--- config.mk ---
export PLATFORM = sky130hd
export DESIGN_NAME = pe_row_conv
export DESIGN_NICKNAME = d
export VERILOG_FILES = /design/src/rtl/pe_row_conv.sv
export SDC_FILE = /design/constraint.sdc
export NUM_CORES = 1
export LEC_CHECK = 0
export ABC_AREA = 1
export BUFFER_PORTS_ARGS = -buffer_cell sky130_fd_sc_hd__buf_4
export CAP_MARGIN = 25
export CORE_MARGIN = 8
export CORE_UTILIZATION = 50
export DETAILED_ROUTE_END_ITERATION = 12
export PLACE_DENSITY = 0.67
export SYNTH_ARGS = -nofsm -noshare
export SYNTH_HDL_FRONTEND = slang
export SYNTH_SLANG_ARGS = --single-unit
--- constraint.sdc ---
create_clock -name clk -period 17.5 [get_ports clk]
set_input_delay 0.875 -clock clk [delete_from_list [all_inputs] [get_ports clk]]
set_output_delay 0.875 -clock clk [all_outputs]
set_load 0.005 [all_outputs]
--- src/rtl/pe_row_conv.sv ---
// Row-stationary PE: loads a filter row, slides it over an ifmap row and emits psum_in + dot product per position.
// Build option: define PE_PSUM_SAT_EN to saturate the output psum instead of two's-complement wrapping.
module pe_row_conv #(
  parameter int DATA_WIDTH = 16,
  parameter int PSUM_WIDTH = 32,
  parameter int FILTER_LEN = 3
) (
  input  logic                         clk,
  input  logic                         rst_n,
  input  logic                         start,
  input  logic [7:0]                   ifmap_len,
  input  logic                         w_valid,
  output logic                         w_ready,
  input  logic signed [DATA_WIDTH-1:0] w_data,
  input  logic                         if_valid,
  output logic                         if_ready,
  input  logic signed [DATA_WIDTH-1:0] if_data,
  input  logic                         ps_in_valid,
  output logic                         ps_in_ready,
  input  logic signed [PSUM_WIDTH-1:0] ps_in_data,
  output logic                         ps_out_valid,
  input  logic                         ps_out_ready,
  output logic signed [PSUM_WIDTH-1:0] ps_out_data,
  output logic                         busy,
  output logic                         done
);

  localparam int ACC_W  = PSUM_WIDTH + 4;
  localparam int PROD_W = 2 * DATA_WIDTH;
  localparam int IDX_W  = (FILTER_LEN > 1) ? $clog2(FILTER_LEN) : 1;
  localparam int TOP_W  = ACC_W - PSUM_WIDTH + 1;

`ifdef PE_PSUM_SAT_EN
  localparam bit SAT_EN = 1'b1;
`else
  localparam bit SAT_EN = 1'b0;
`endif

  typedef enum logic [2:0] {
    S_IDLE, S_LOAD_W, S_FILL, S_WAIT_PS, S_MAC, S_OUT, S_SHIFT
  } state_t;

  state_t                        state_r, state_s;
  logic signed [DATA_WIDTH-1:0]  w_r [FILTER_LEN];
  logic signed [DATA_WIDTH-1:0]  x_r [FILTER_LEN];
  logic signed [ACC_W-1:0]       acc_r;
  logic [IDX_W-1:0]              idx_r;
  logic [7:0]                    num_out_r, out_cnt_r;

  logic                          start_ok_s, idx_last_s, last_out_s;
  logic                          w_fire_s, if_fire_s, ps_in_fire_s, ps_out_fire_s;
  logic signed [DATA_WIDTH-1:0]  w_sel_s, x_sel_s;
  logic signed [PROD_W-1:0]      prod_s;
  logic signed [ACC_W-1:0]       acc_sum_s;
  logic [IDX_W-1:0]              idx_next_s;

  // Narrow the accumulator to the psum width: pass through when it fits, otherwise clamp or wrap.
  function automatic logic signed [PSUM_WIDTH-1:0] to_psum(input logic signed [ACC_W-1:0] a);
    logic [TOP_W-1:0]             top;
    logic signed [PSUM_WIDTH-1:0] r;
    top = a[ACC_W-1:PSUM_WIDTH-1];
    if (!SAT_EN || (top == {TOP_W{1'b0}}) || (top == {TOP_W{1'b1}})) begin
      r = a[PSUM_WIDTH-1:0];
    end else if (a[ACC_W-1]) begin
      r = {1'b1, {(PSUM_WIDTH-1){1'b0}}};
    end else begin
      r = {1'b0, {(PSUM_WIDTH-1){1'b1}}};
    end
    return r;
  endfunction

  // Handshakes, counters and the single shared multiplier
  always_comb begin
    start_ok_s    = start && (ifmap_len >= 8'(FILTER_LEN));
    w_fire_s      = w_valid && w_ready;
    if_fire_s     = if_valid && if_ready;
    ps_in_fire_s  = ps_in_valid && ps_in_ready;
    ps_out_fire_s = ps_out_valid && ps_out_ready;
    idx_last_s    = (idx_r == IDX_W'(FILTER_LEN - 1));
    idx_next_s    = idx_last_s ? {IDX_W{1'b0}} : (idx_r + IDX_W'(1));
    last_out_s    = (out_cnt_r == (num_out_r - 8'd1));
    w_sel_s       = w_r[idx_r];
    x_sel_s       = x_r[idx_r];
    prod_s        = PROD_W'(w_sel_s) * PROD_W'(x_sel_s);
    acc_sum_s     = acc_r + ACC_W'(prod_s);
  end

  // Next-state logic
  always_comb begin
    state_s = state_r;
    case (state_r)
      S_IDLE: begin
        if (start_ok_s) state_s = S_LOAD_W;
        else            state_s = S_IDLE;
      end
      S_LOAD_W: begin
        if (w_fire_s && idx_last_s) state_s = S_FILL;
        else                        state_s = S_LOAD_W;
      end
      S_FILL: begin
        if (if_fire_s && idx_last_s) state_s = S_WAIT_PS;
        else                         state_s = S_FILL;
      end
      S_WAIT_PS: begin
        if (ps_in_fire_s) state_s = S_MAC;
        else              state_s = S_WAIT_PS;
      end
      S_MAC: begin
        if (idx_last_s) state_s = S_OUT;
        else            state_s = S_MAC;
      end
      S_OUT: begin
        if (ps_out_fire_s && last_out_s)  state_s = S_IDLE;
        else if (ps_out_fire_s)           state_s = S_SHIFT;
        else                              state_s = S_OUT;
      end
      S_SHIFT: begin
        if (if_fire_s) state_s = S_WAIT_PS;
        else           state_s = S_SHIFT;
      end
      default: state_s = S_IDLE;
    endcase
  end

  // State register, registered handshake outputs and datapath updates
  always_ff @(posedge clk) begin
    if (!rst_n) begin
      state_r      <= S_IDLE;
      w_ready      <= 1'b0;
      if_ready     <= 1'b0;
      ps_in_ready  <= 1'b0;
      ps_out_valid <= 1'b0;
      ps_out_data  <= {PSUM_WIDTH{1'b0}};
      busy         <= 1'b0;
      done         <= 1'b0;
      acc_r        <= {ACC_W{1'b0}};
      idx_r        <= {IDX_W{1'b0}};
      num_out_r    <= 8'd0;
      out_cnt_r    <= 8'd0;
      for (int j = 0; j < FILTER_LEN; j++) begin
        w_r[j] <= {DATA_WIDTH{1'b0}};
        x_r[j] <= {DATA_WIDTH{1'b0}};
      end
    end else begin
      state_r      <= state_s;
      // Readies follow the next state so each is high exactly while its state is current.
      w_ready      <= (state_s == S_LOAD_W);
      if_ready     <= (state_s == S_FILL) || (state_s == S_SHIFT);
      ps_in_ready  <= (state_s == S_WAIT_PS);
      ps_out_valid <= (state_s == S_OUT);
      busy         <= (state_s != S_IDLE);
      done         <= (state_r == S_OUT) && ps_out_fire_s && last_out_s;
      case (state_r)
        S_IDLE: begin
          if (start_ok_s) begin
            num_out_r <= ifmap_len - 8'(FILTER_LEN) + 8'd1;
            out_cnt_r <= 8'd0;
            idx_r     <= {IDX_W{1'b0}};
          end
        end
        S_LOAD_W: begin
          if (w_fire_s) begin
            w_r[idx_r] <= w_data;
            idx_r      <= idx_next_s;
          end
        end
        S_FILL, S_SHIFT: begin
          if (if_fire_s) begin
            for (int j = 0; j < FILTER_LEN - 1; j++) x_r[j] <= x_r[j+1];
            x_r[FILTER_LEN-1] <= if_data;
            if (state_r == S_FILL) idx_r <= idx_next_s;
          end
        end
        S_WAIT_PS: begin
          if (ps_in_fire_s) begin
            acc_r <= ACC_W'(ps_in_data);
            idx_r <= {IDX_W{1'b0}};
          end
        end
        S_MAC: begin
          acc_r <= acc_sum_s;
          idx_r <= idx_next_s;
          if (idx_last_s) ps_out_data <= to_psum(acc_sum_s);
        end
        S_OUT: begin
          if (ps_out_fire_s && !last_out_s) out_cnt_r <= out_cnt_r + 8'd1;
        end
        default: begin
          idx_r <= {IDX_W{1'b0}};
        end
      endcase
    end
  end

endmodule
==> run metrics <==
Setup TNS=0 ps; initial core utilization=50.3%; DR vias=16268; outcome=completed; H-tree depth=1; Power Density=191 nW/µm²; # diodes=0; relative slew slack=7.80%; Reg power frac=12.1%; delay-heaviest family, CP=adder cells; largest cells by area after synthesis=fa_1 29%, edfxtp_1 17%, inv_1 9.8%; syn_nets=2898; routability cong.=0.995; Clock Power Share=11.8%; sw frac=55.7%; WS Path Type=flip-flop to flip-flop; FP Rows=74; Num CTS Buffers=24; asr flop ratio synth=0%; Top FF cell, synth=edfxtp_1; Clock Tree Buf Depth=3; most common library cells after synthesis=533 x inv_1, 428 x nand2_1, 350 x nor2_1; dpl cells=3025; wire length on met2=27100 µm; Seq/Total Area, Yosys=25.7%; # Max-Cap Violations=0; worst slew pin tran=1380 ps; vias in the first global route=17574; M1 wire length=24200 µm; Post-Syn Area=20300 µm²; arrival time worst endpoint=8600 ps; Mapped Cells=2426; DR WL/cell=18.5 µm; initial antenna violation count=0; core region area=40500 µm²; drc violations=0; Final Setup Violations=0; Die Ht=218 µm; CTS tree=yes; nature of the critical path endpoint=flip-flop; count of cell types in the netlist=51; top cell type's share of synthesized area=28.8%; number of port buffers=116; Post-Route WL=56800 µm; Slowest cell on crit path=a32oi_1; cts repair resizes=0; Final Skew=27.3 ps; combinational group share of total power=76.1%; top sig layer=met4; peak supply drop=210 µV; Hold Buf Count CTS=0; synthesis-to-finish area growth=10.8%; CP Buf/Inv Count=8; clk_lat worst skew=560 ps; clock slew at reported path FFs=60 ps; Post-synth EDFFs=112; #FFs+latches synth=205; # nets final=2993; Achievable Freq=123 MHz; leak pwr=0.0112 µW; critical path's largest stage delay=1090 ps; critical path launch point type=flip-flop; YS warnings=0; Hold Path Class=flip-flop to flip-flop; RSZ-0062 raised after global routing=false; GRT overflow=0; total die area=47400 µm²; area leader, netlist=fa_1; internal power=1910 µW; post-DP HPWL=45600 µm; root buf cell=clkbuf_16; Die X=218 µm; first-pass GRT wire length=92700 µm; Final Hold Violating Endpoints=0; Iter 0 DRT Violations=1037; DRT Pass-1 Iters=5; CP max FO=64; most frequent cell after synthesis=inv_1; # Post-CTS Setup Buffers=0; pin count of the biggest net entering global routing=65; layout cells sized above 1=8.86%; GRT Util Overall=24.6%; switching power=2400 µW; fin crit share=46.4%; Routed Antenna Nets=0; IO Pins=117; fin cells=3071; Avg Synthesized Cell Area=8.38 µm²; Worst EP required=17980 ps; mean number of vias per cell=5.30; met3 WL=3990 µm; clk sink count=205; fin crit period=8130 ps; Slew Limit Fails=0
==> registers in the layout (all words and copies together) (netlist names), named ones only <==
signal / flops
acc_r: 32
busy: 1
done: 1
idx_r: 2
if_ready: 1
num_out_r: 8
out_cnt_r: 8
ps_in_ready: 1
ps_out_data: 32
ps_out_valid: 1
state_r: 3
w_r: 64
w_ready: 1
x_r: 48
==> cell usage in the layout (no fill, tap or decap), types with 4 or more instances in the layout <==
master     instances
clkinv_1           6
edfxtp_1         112
buf_4            142
o21bai_1           5
inv_2             10
nand3_1           85
nand2_2            4
a31oi_1            6
fa_1             292
ha_1             101
a32oi_2            9
clkbuf_16         24
dfxtp_1           92
o211ai_1          36
xnor2_1           13
a32oi_1            6
xor2_1            19
nor3_1            13
nand2_1          428
clkinv_2           5
inv_1            533
o21ai_1            4
o21ai_0           76
nand4_1           16
a21oi_1          100
nor2_1           350
==> power by group through the flow <==
stage | clock, µW | combinational [µW] | sequential [µW]
final | 509 | 3280 | 523
after detailed placement | 0 | 3180 | 533
after CTS | 516 | 3230 | 523
after global routing | 535 | 3720 | 523
after global placement | 0 | 3190 | 532
after floorplan | 0 | 2250 | 532
==> kinds of logic after synthesis <==
kind of cell	after synthesis	synth area share (%)
and+or+nand+nor	919	18.4
buffers and inverters	619	11.8
adders and majority gates	393	35.0
AOI/OAI and AO/OA	257	7.70
DFF	205	25.7
xor gates and xnor gates	33	1.49
==> worst reg2reg max path, delay by kind of cell (launching register included) <==
| family | cells | cell delay (ps) |
|---|---|---|
| adder cells (fa/ha/maj) | 7 | 3280 |
| AND/OR/NAND/NOR | 7 | 1000 |
| XOR/XNOR | 1 | 420 |
| AO/OA/AOI/OAI | 4 | 1550 |
| buffers and inverters | 8 | 1490 |
| flip-flops | 1 | 310 |
==> path summary, 6_finish.rpt <==
path | startpoint | endpoint | slack, ps | cells past startpoint
worst max-delay path | flip-flop | acc_r[19] | 9370 | 27
worst min register to register | ps_out_data[0] | ps_out_data[0] | 470 | 2
worst min-delay path | ps_out_data[0] | ps_out_data[0] | 470 | 2
worst max register to register | flip-flop | acc_r[19] | 9370 | 27
==> cell type report <==
class / count / area (µm²)
Clock buffer: 28 / 636
Multi-Input combinational cell: 1602 / 12700
Tap cell: 532 / 666
Sequential cell: 205 / 5230
Clock inverter: 16 / 163
Fill cell: 3720 / 17900
Timing Repair Buffer: 143 / 1080
Inverter: 545 / 2050
==> metal layers <==
metal  track usage (%)  up-vias
li1                  -     7611
met1              32.6     8039
met2              41.6      523
met3              3.99       95
met4              6.65        0
met5                 0        -
==> metrics by stage <==
stage	area, µm²	setup WS [ps]	power [µW]	hold slack [ps]	utilization (%)
after floorplan	20300	11520	2790	437	-
after global placement	21700	9420	3720	453	53.6
after detailed placement	21700	9430	3710	461	53.7
after CTS	22500	9370	4270	472	55.7
after global routing	22500	8910	4780	483	55.7
final	22500	9370	4310	475	55.7
Power figures use the tool's default switching activity.
